**config.mk**
```make
export PLATFORM = sky130hd
export DESIGN_NAME = serial_mem_responder
export DESIGN_NICKNAME = d
export VERILOG_FILES = /design/src/rtl/serial_mem_responder.sv
export SDC_FILE = /design/constraint.sdc
export NUM_CORES = 2
export LEC_CHECK = 0
export CORE_UTILIZATION = 30
export DETAILED_ROUTE_END_ITERATION = 6
export HOLD_SLACK_MARGIN = 0.06
export PLACE_DENSITY = 0.4
export SLEW_MARGIN = 20
export SYNTH_ARGS = -nofsm -noshare
export SYNTH_HDL_FRONTEND = slang
export SYNTH_SLANG_ARGS = --single-unit
```
**constraint.sdc**
```tcl
create_clock -name clk -period 4.7 [get_ports clk]
set_input_delay 0.47 -clock clk [delete_from_list [all_inputs] [get_ports clk]]
set_output_delay 0.47 -clock clk [all_outputs]
set_load 0.02 [all_outputs]
```
**src/rtl/serial_mem_responder.sv**
```systemverilog
// Memory-side endpoint of the CPU's byte-serial memory link: assembles 16-bit request words,
// owns a word-addressed RAM and streams read/fetch responses back high byte first.
module serial_mem_responder #(
  parameter int    ADDR_W       = 8,
  parameter int    RESP_LATENCY = 2,
  parameter int    BYTE_GAP     = 1,
  parameter string MEM_FILE     = ""
) (
  input  logic       clk,
  input  logic       rst,
  input  logic [7:0] out_bus,
  input  logic       bus_pc,
  input  logic       bus_mar,
  input  logic       bus_mdr,
  input  logic       halt,
  output logic [7:0] in_bus,
  output logic       ard_data_ready,
  output logic       ard_receive_ready,
  output logic       proto_err
);

  localparam int DEPTH    = 1 << ADDR_W;
  localparam int WAIT_W   = $clog2((RESP_LATENCY > 1) ? RESP_LATENCY : 1) + 1;
  localparam int GAP_W    = $clog2((BYTE_GAP > 1) ? BYTE_GAP : 1) + 1;
  localparam int GAP_LOAD = (BYTE_GAP > 0) ? BYTE_GAP - 1 : 0;

  typedef enum logic [2:0] {
    S_IDLE, S_RX_LO, S_WAIT, S_TX_HI, S_GAP, S_TX_LO, S_HALTED
  } state_t;

  typedef enum logic [1:0] {TAG_PC, TAG_MAR, TAG_MDR} tag_t;

  state_t              state;
  state_t              done_state;
  tag_t                tag_q;
  tag_t                strobe_tag;
  logic [7:0]          hi_q;
  logic [ADDR_W-1:0]   mar_q;
  logic [15:0]         resp_q;
  logic [15:0]         word;
  logic [ADDR_W-1:0]   word_idx;
  logic [WAIT_W-1:0]   wait_cnt;
  logic [GAP_W-1:0]    gap_cnt;
  logic                halt_q;
  logic [2:0]          strobes;
  logic                one_strobe;
  logic                multi_strobe;
  logic                lo_match;
  logic                mem_we;
  logic [15:0]         mem [DEPTH];

  assign strobes      = {bus_mdr, bus_mar, bus_pc};
  assign one_strobe   = $onehot(strobes);
  assign multi_strobe = (strobes != 3'b000) && !one_strobe;
  assign word         = {hi_q, out_bus};
  assign word_idx     = word[ADDR_W-1:0];

  // NOTE: every variable written in always_comb gets a default first, so no latch is inferred.
  always_comb begin
    strobe_tag = TAG_PC;
    if (bus_mar)      strobe_tag = TAG_MAR;
    else if (bus_mdr) strobe_tag = TAG_MDR;
  end

  assign ard_receive_ready = (state == S_IDLE) || (state == S_RX_LO);
  assign lo_match   = (state == S_RX_LO) && one_strobe && (strobe_tag == tag_q);
  assign mem_we     = lo_match && (tag_q == TAG_MDR) && rst;
  // A halt seen at any point of a transaction parks the FSM once that transaction is finished.
  assign done_state = (halt_q || halt) ? S_HALTED : S_IDLE;

  // NOTE: the RAM has no reset branch; contents survive reset and the array maps onto block RAM.
  always_ff @(posedge clk) begin
    if (mem_we) mem[mar_q] <= word;
  end

  // The fetch address needs no storage: the response word is captured as the request completes.
  // NOTE: sequential state uses non-blocking assignments only, so every branch sees pre-edge values.
  always_ff @(posedge clk or negedge rst) begin
    if (!rst) begin
      state          <= S_IDLE;
      tag_q          <= TAG_PC;
      hi_q           <= 8'h00;
      mar_q          <= '0;
      resp_q         <= 16'h0000;
      wait_cnt       <= '0;
      gap_cnt        <= '0;
      halt_q         <= 1'b0;
      in_bus         <= 8'h00;
      ard_data_ready <= 1'b0;
      proto_err      <= 1'b0;
    end else begin
      ard_data_ready <= 1'b0;
      if (halt && state != S_IDLE) halt_q <= 1'b1;
      unique case (state)
        S_IDLE: begin
          if (halt) begin
            state <= S_HALTED;
          end else if (multi_strobe) begin
            proto_err <= 1'b1;
          end else if (one_strobe) begin
            hi_q  <= out_bus;
            tag_q <= strobe_tag;
            state <= S_RX_LO;
          end
        end
        S_RX_LO: begin
          if (multi_strobe) begin
            proto_err <= 1'b1;
          end else if (one_strobe) begin
            if (strobe_tag != tag_q) begin
              proto_err <= 1'b1;
              state     <= done_state;
            end else if (tag_q == TAG_MDR) begin
              state <= done_state;
            end else begin
              if (tag_q == TAG_MAR) mar_q <= word_idx;
              resp_q   <= mem[word_idx];
              wait_cnt <= WAIT_W'(RESP_LATENCY);
              state    <= S_WAIT;
            end
          end
        end
        S_WAIT: begin
          if (wait_cnt == '0) begin
            in_bus         <= resp_q[15:8];
            ard_data_ready <= 1'b1;
            state          <= S_TX_HI;
          end else begin
            wait_cnt <= wait_cnt - WAIT_W'(1);
          end
        end
        S_TX_HI: begin
          if (BYTE_GAP == 0) begin
            in_bus         <= resp_q[7:0];
            ard_data_ready <= 1'b1;
            state          <= S_TX_LO;
          end else begin
            gap_cnt <= GAP_W'(GAP_LOAD);
            state   <= S_GAP;
          end
        end
        S_GAP: begin
          if (gap_cnt == '0) begin
            in_bus         <= resp_q[7:0];
            ard_data_ready <= 1'b1;
            state          <= S_TX_LO;
          end else begin
            gap_cnt <= gap_cnt - GAP_W'(1);
          end
        end
        S_TX_LO:  state <= done_state;
        S_HALTED: state <= S_HALTED;
        default:  state <= S_IDLE;
      endcase
    end
  end

endmodule

```
Yosys cells after proc, flatten, opt, wreduce, memory -nomap -nowiden
Memory sizes are Yosys's and may differ from the RTL's. A register that Yosys moved wholly into a read port is not among the register bits.
Cells that the tools add are included.
{"block": "classes", "add_sub_neg": 4, "multipliers": 0, "div": 0, "n_lt_le_gt_ge": 0, "eq_ne": 24, "shift": 0, "muxes": 35, "n_bitwise": 4, "n_reduce_logical": 25}
{"operator": "$mux 3", "count": 10}
{"operator": "$pmux 3 s7", "count": 1}
{"operator": "$ne 2x2->1 const B", "count": 9}
{"operator": "$reduce_and 6->1", "count": 3}
{"operator": "$mux 8", "count": 2}
{"operator": "$pmux 8 s2", "count": 1}
{"operator": "$mux 2", "count": 7}
{"operator": "$mux 1", "count": 10}
{"operator": "$reduce_and 5->1", "count": 2}
{"operator": "$eq 3x3->1 const B", "count": 3}
{"operator": "$ne 3x3->1 const B", "count": 3}
{"operator": "$reduce_bool 2->1", "count": 4}
{"operator": "$eq 3x2->1 const B", "count": 2}
{"operator": "$logic_and 1x1->1", "count": 6}
{"operator": "$pmux 1 s2", "count": 3}
{"operator": "$reduce_bool 3->1", "count": 2}
{"operator": "$eq 2x1->1 const B", "count": 2}
{"operator": "$not 1->1", "count": 4}
{"operator": "$pmux 2 s2", "count": 1}
{"operator": "$reduce_and 4->1", "count": 1}
{"operator": "$eq 3x1->1 const B", "count": 1}
{"operator": "$logic_not 3->1", "count": 1}
{"operator": "$ne 3x2->1 const B", "count": 1}
{"operator": "$reduce_and 3->1", "count": 1}
{"operator": "other kinds (10)", "count": 12}
{"block": "word_totals", "ff_bits": 35, "latchBits": 0, "ramBits": 4096, "mem_bits_ro": 0, "out_inout_bits": 11, "word_cells": 103, "n_memories": 1}
{"name": "mem", "depth": 256, "width": 16, "read_ports": 1, "rd_ports_with_merged_regs": 1, "wr": 1, "line_no": "50", "rtl": "logic [15:0] mem [DEPTH];"}

Longest topological paths before layout
{"block": "depth", "ltp_word": 9, "depth_mapped": 12}

Least setup slack after synthesis
OpenSTA, ideal clock, no wires.
{"block": "synth_path", "kind": "register to register", "from": "register hi_q[2]", "to": "memory mem[0][10] (data pin)", "setup_time_ns": 0.804, "arrival_time_ns": 3.183, "required_time_ns": 3.896, "setup_slack_ns": 0.713, "stages_incl_launch_ff": 1, "path_cell_list": "dfrtp_1"}
{"item": "from (decl)", "line_no": "37", "rtl": "logic [7:0] hi_q;"}
{"item": "from (signal assigned)", "line_no": "101", "rtl": "hi_q <= out_bus;"}
{"item": "to (decl)", "line_no": "50"}
No word-level cell before the write port.

==> results.md <==
* Clk_skew at ~85 ps
* Initial antenna violation count at 63
* Worst-path clk slew at 60 ps
* Num rows at roughly 270
* Vias at between 80,000 and 90,000
* RSZ-0062 raised after global routing: no
* TritonCTS Buffers at ~460
* Fin crit share at 0.8948
* DRT iter0 DRCs at just under 10,000
* Yosys warns at 0
* Final WL at 568.3 mm
* Multiplexer share of the synthesized area at 0.1461
* Synth area leaders: edfxtp_1 (77%), mux4_2 (11%), mux2i_1 (3.2%)
* Grt ovf at 0
* Synth Flop Type: edfxtp_1
* Post-synthesis xor/xnor area fraction at 0.00005469
* CTS tree: done
* Clock period minus worst slack at around 4200 ps
* Post-Syn Area at 160,200 um2
* Die Y at about 730 um
* Simple-Gate Fraction of Synth Area at 0.02335
* CTS sink cnt at 4,146
* Min-delay worst type: in -> async
* Adder-cell area share of the yosys netlist at 0.0002031
* CTS root buf: clkbuf_16
* R2R depth at 8
* Drt wl/cell at ~36 um
* Library cells used by synthesis at between 70 and 80
* Vias per cell at 5.198
* Total Die Area at 536,800 um2
* Worst-Margin Slew at around 1100 ps
* Share of cells above drive strength 1 at 0.2921
* FFs w/ async S/R, synth at 0.01206
* Ports at 25
* Post-Layout Inst Area at 191,700 um2
* Leakage power at 60.84 nW
* Post-DP HPWL at around 380 mm
* Post-synth EDFFs at between 4,000 and 5,000
* Cts repair resizes at 0
* Critical Path End Type: flip-flop
* Final setup viols at 0
* Slew Limit Fails at 0
* Die Wd at ~730 um
* RR Startpoint: state[0]
* Clk_lat worst skew at roughly 1000 ps
* Compound-Gate Fraction of Synth Area at 0.03606
* Utilization after layout at 0.3615
* H-tree levels at 5
* Post-synth top cells: edfxtp_1 (4,096), mux4_2 (787), mux2i_1 (520)
* Worst EP arrival at ~5200 ps
* Post-synth top area cell: edfxtp_1
* Max-Cap Viols at 0
* GRT Total Usage at 0.2073
* Hold violation count in the final report at 0
* GP Congestion at approximately 0.84
* Outcome: finished clean
* CTS max path bufs at 4
* Syn_nets at 7,640
* Max Fclk at around 240 MHz
* Nets@finish at 8,506
* I/O Buffers at 24
* Cell Count, Final, Fillers Out at ~16,000
* Sequential fraction of the synthesis area at 0.7758
* Slew headroom at 0.2507
* Crit Path Class: in -> reg
* Fin worst setup slack at between 400 and 500 ps
* First-pass GRT wire length at 763.2 mm
* DRT Pass-1 Iters at 6
* DP Area at about 180,000 um2
* Total power at slightly below 90 mW
* Yosys top cell area share at 0.7680
* Hold slack at around 230 ps
* Detail Route Antenna Nets at 0
* Critical path launch point type: input pin
* Most frequent cell after synthesis: edfxtp_1
* Cells after synthesis at ~7,600
* CP Data Required Time at roughly 5700 ps
* Largest family of logic cells by synthesized area: multiplexers
* Pwr Density at about 460 nW/um2
* TNS Setup at 0 ps
* Vias in the first global route at 83,750
* Area grow syn2layout at 19.68%
* Reg2reg setup slack at roughly 530 ps
* Core area at ~530,000 um2
* Avg Inst Size Synth at between 20 and 25 um2
* Placed cells at ~15,000
* Setup WS pre-CTS at -276.6 ps
* Worst r2r dst: resp_q[6]
* Starting Density at 0.3021
* VDD IR max at roughly 410 uV
* Largest net degree at the start of global routing at 125
* Worst-path fanout max at 37
* Drt drc at 0
* FF+latch count, synth at between 4,000 and 5,000
-- metal layers --
metal | vias up | track usage | routed length, um
li1 | 33810 | - | -
met1 | 45230 | 0.2870 | 244900
met2 | 2947 | 0.3387 | 271100
met3 | 644 | 0.03570 | 36540
met4 | 8 | 0.05330 | 15700
met5 | - | 0 | 46
-- what timing repair did --
| item | 4_1_cts | 5_1_grt |
|---|---|---|
| setup buffers | 0 | 0 |
| hold buffers | 9 | 0 |
| hold endpoints to repair | 166 | 0 |
-- area by class of cell --
class / count / area (um2)
clock inverter: 285 / 2601
sequential: 4146 / 124300
fill: 48500 / 338500
multi-input combinational: 3026 / 33880
antenna: 22 / 55.05
inverter: 11 / 51.30
tap: 6994 / 8751
clock buffer: 567 / 11980
timing repair buffer: 847 / 10080
-- how the worst max path moves through the flow --
stage                from    endpoint  cells after the start
3_3_place_gp      bus_mar   resp_q[1]                     11
2_1_floorplan     hi_q[2]  mem[0][10]                      0
5_1_grt        out_bus[0]  resp_q[13]                     13
6_report       out_bus[0]  resp_q[13]                     13
3_5_place_dp      bus_mar   resp_q[6]                     12
4_1_cts        out_bus[0]  resp_q[13]                     13
-- sequential cells by signal (all words and copies together) (netlist names), 2 cells and up --
signal,flops
state,3
wait_cnt,2
hi_q,8
in_bus,8
mar_q,8
resp_q,16
tag_q,2
mem,4096
-- power by group --
group | internal [mW] | total [mW] | switching (mW)
Sequential | 43.5 | 44.5 | 1.00
Combinational | 1.86 | 8.43 | 6.57
Clock | 20.1 | 35.1 | 15.0
-- critical path: stages --
cell and delay [ps]:
dlygate4sd3_1 640, buf_16 310, buf_12 250, buf_12 310, buf_12 270, mux2i_1 130, o221ai_1 440, a21oi_1 320
a21oi_1 670, o21ai_0 170, nor4_1 640, buf_4 260, a211o_1 90
-- placed cells by master (no fill, tap or decap), types with 13 or more instances in the layout --
master and count:
a31oi_1 21, clkbuf_16 463, a221oi_1 28, nand3_1 56
a21oi_1 125, diode_2 22, clkinv_2 79, o21ai_0 81
mux2i_1 520, and3_1 13, clkbuf_1 104, a22o_1 16
edfxtp_1 4096, o221ai_1 93, clkinv_1 118, a211oi_1 67
buf_12 287, nand4_1 33, buf_4 528, nor3_1 33
nand2_1 221, nor2_2 249, clkinvlp_4 28, o22ai_1 145
dfrtp_1 42, bufinv_16 37, nor2_1 126, mux2_2 41
a22oi_1 139, clkdlybuf4s50_1 15, mux4_2 787, nor2b_1 18
-- logic make-up (layout without fill, tap and decap cells) --
logic type,count (synthesis),in the layout
flops,4146,4146
mux,1348,1348
simple gates,850,850
compound gates,825,825
buf+inv,452,1710
fa+ha+maj,2,2
xor+xnor,1,1
other cells,0,22
Power figures use the tool's default switching activity.
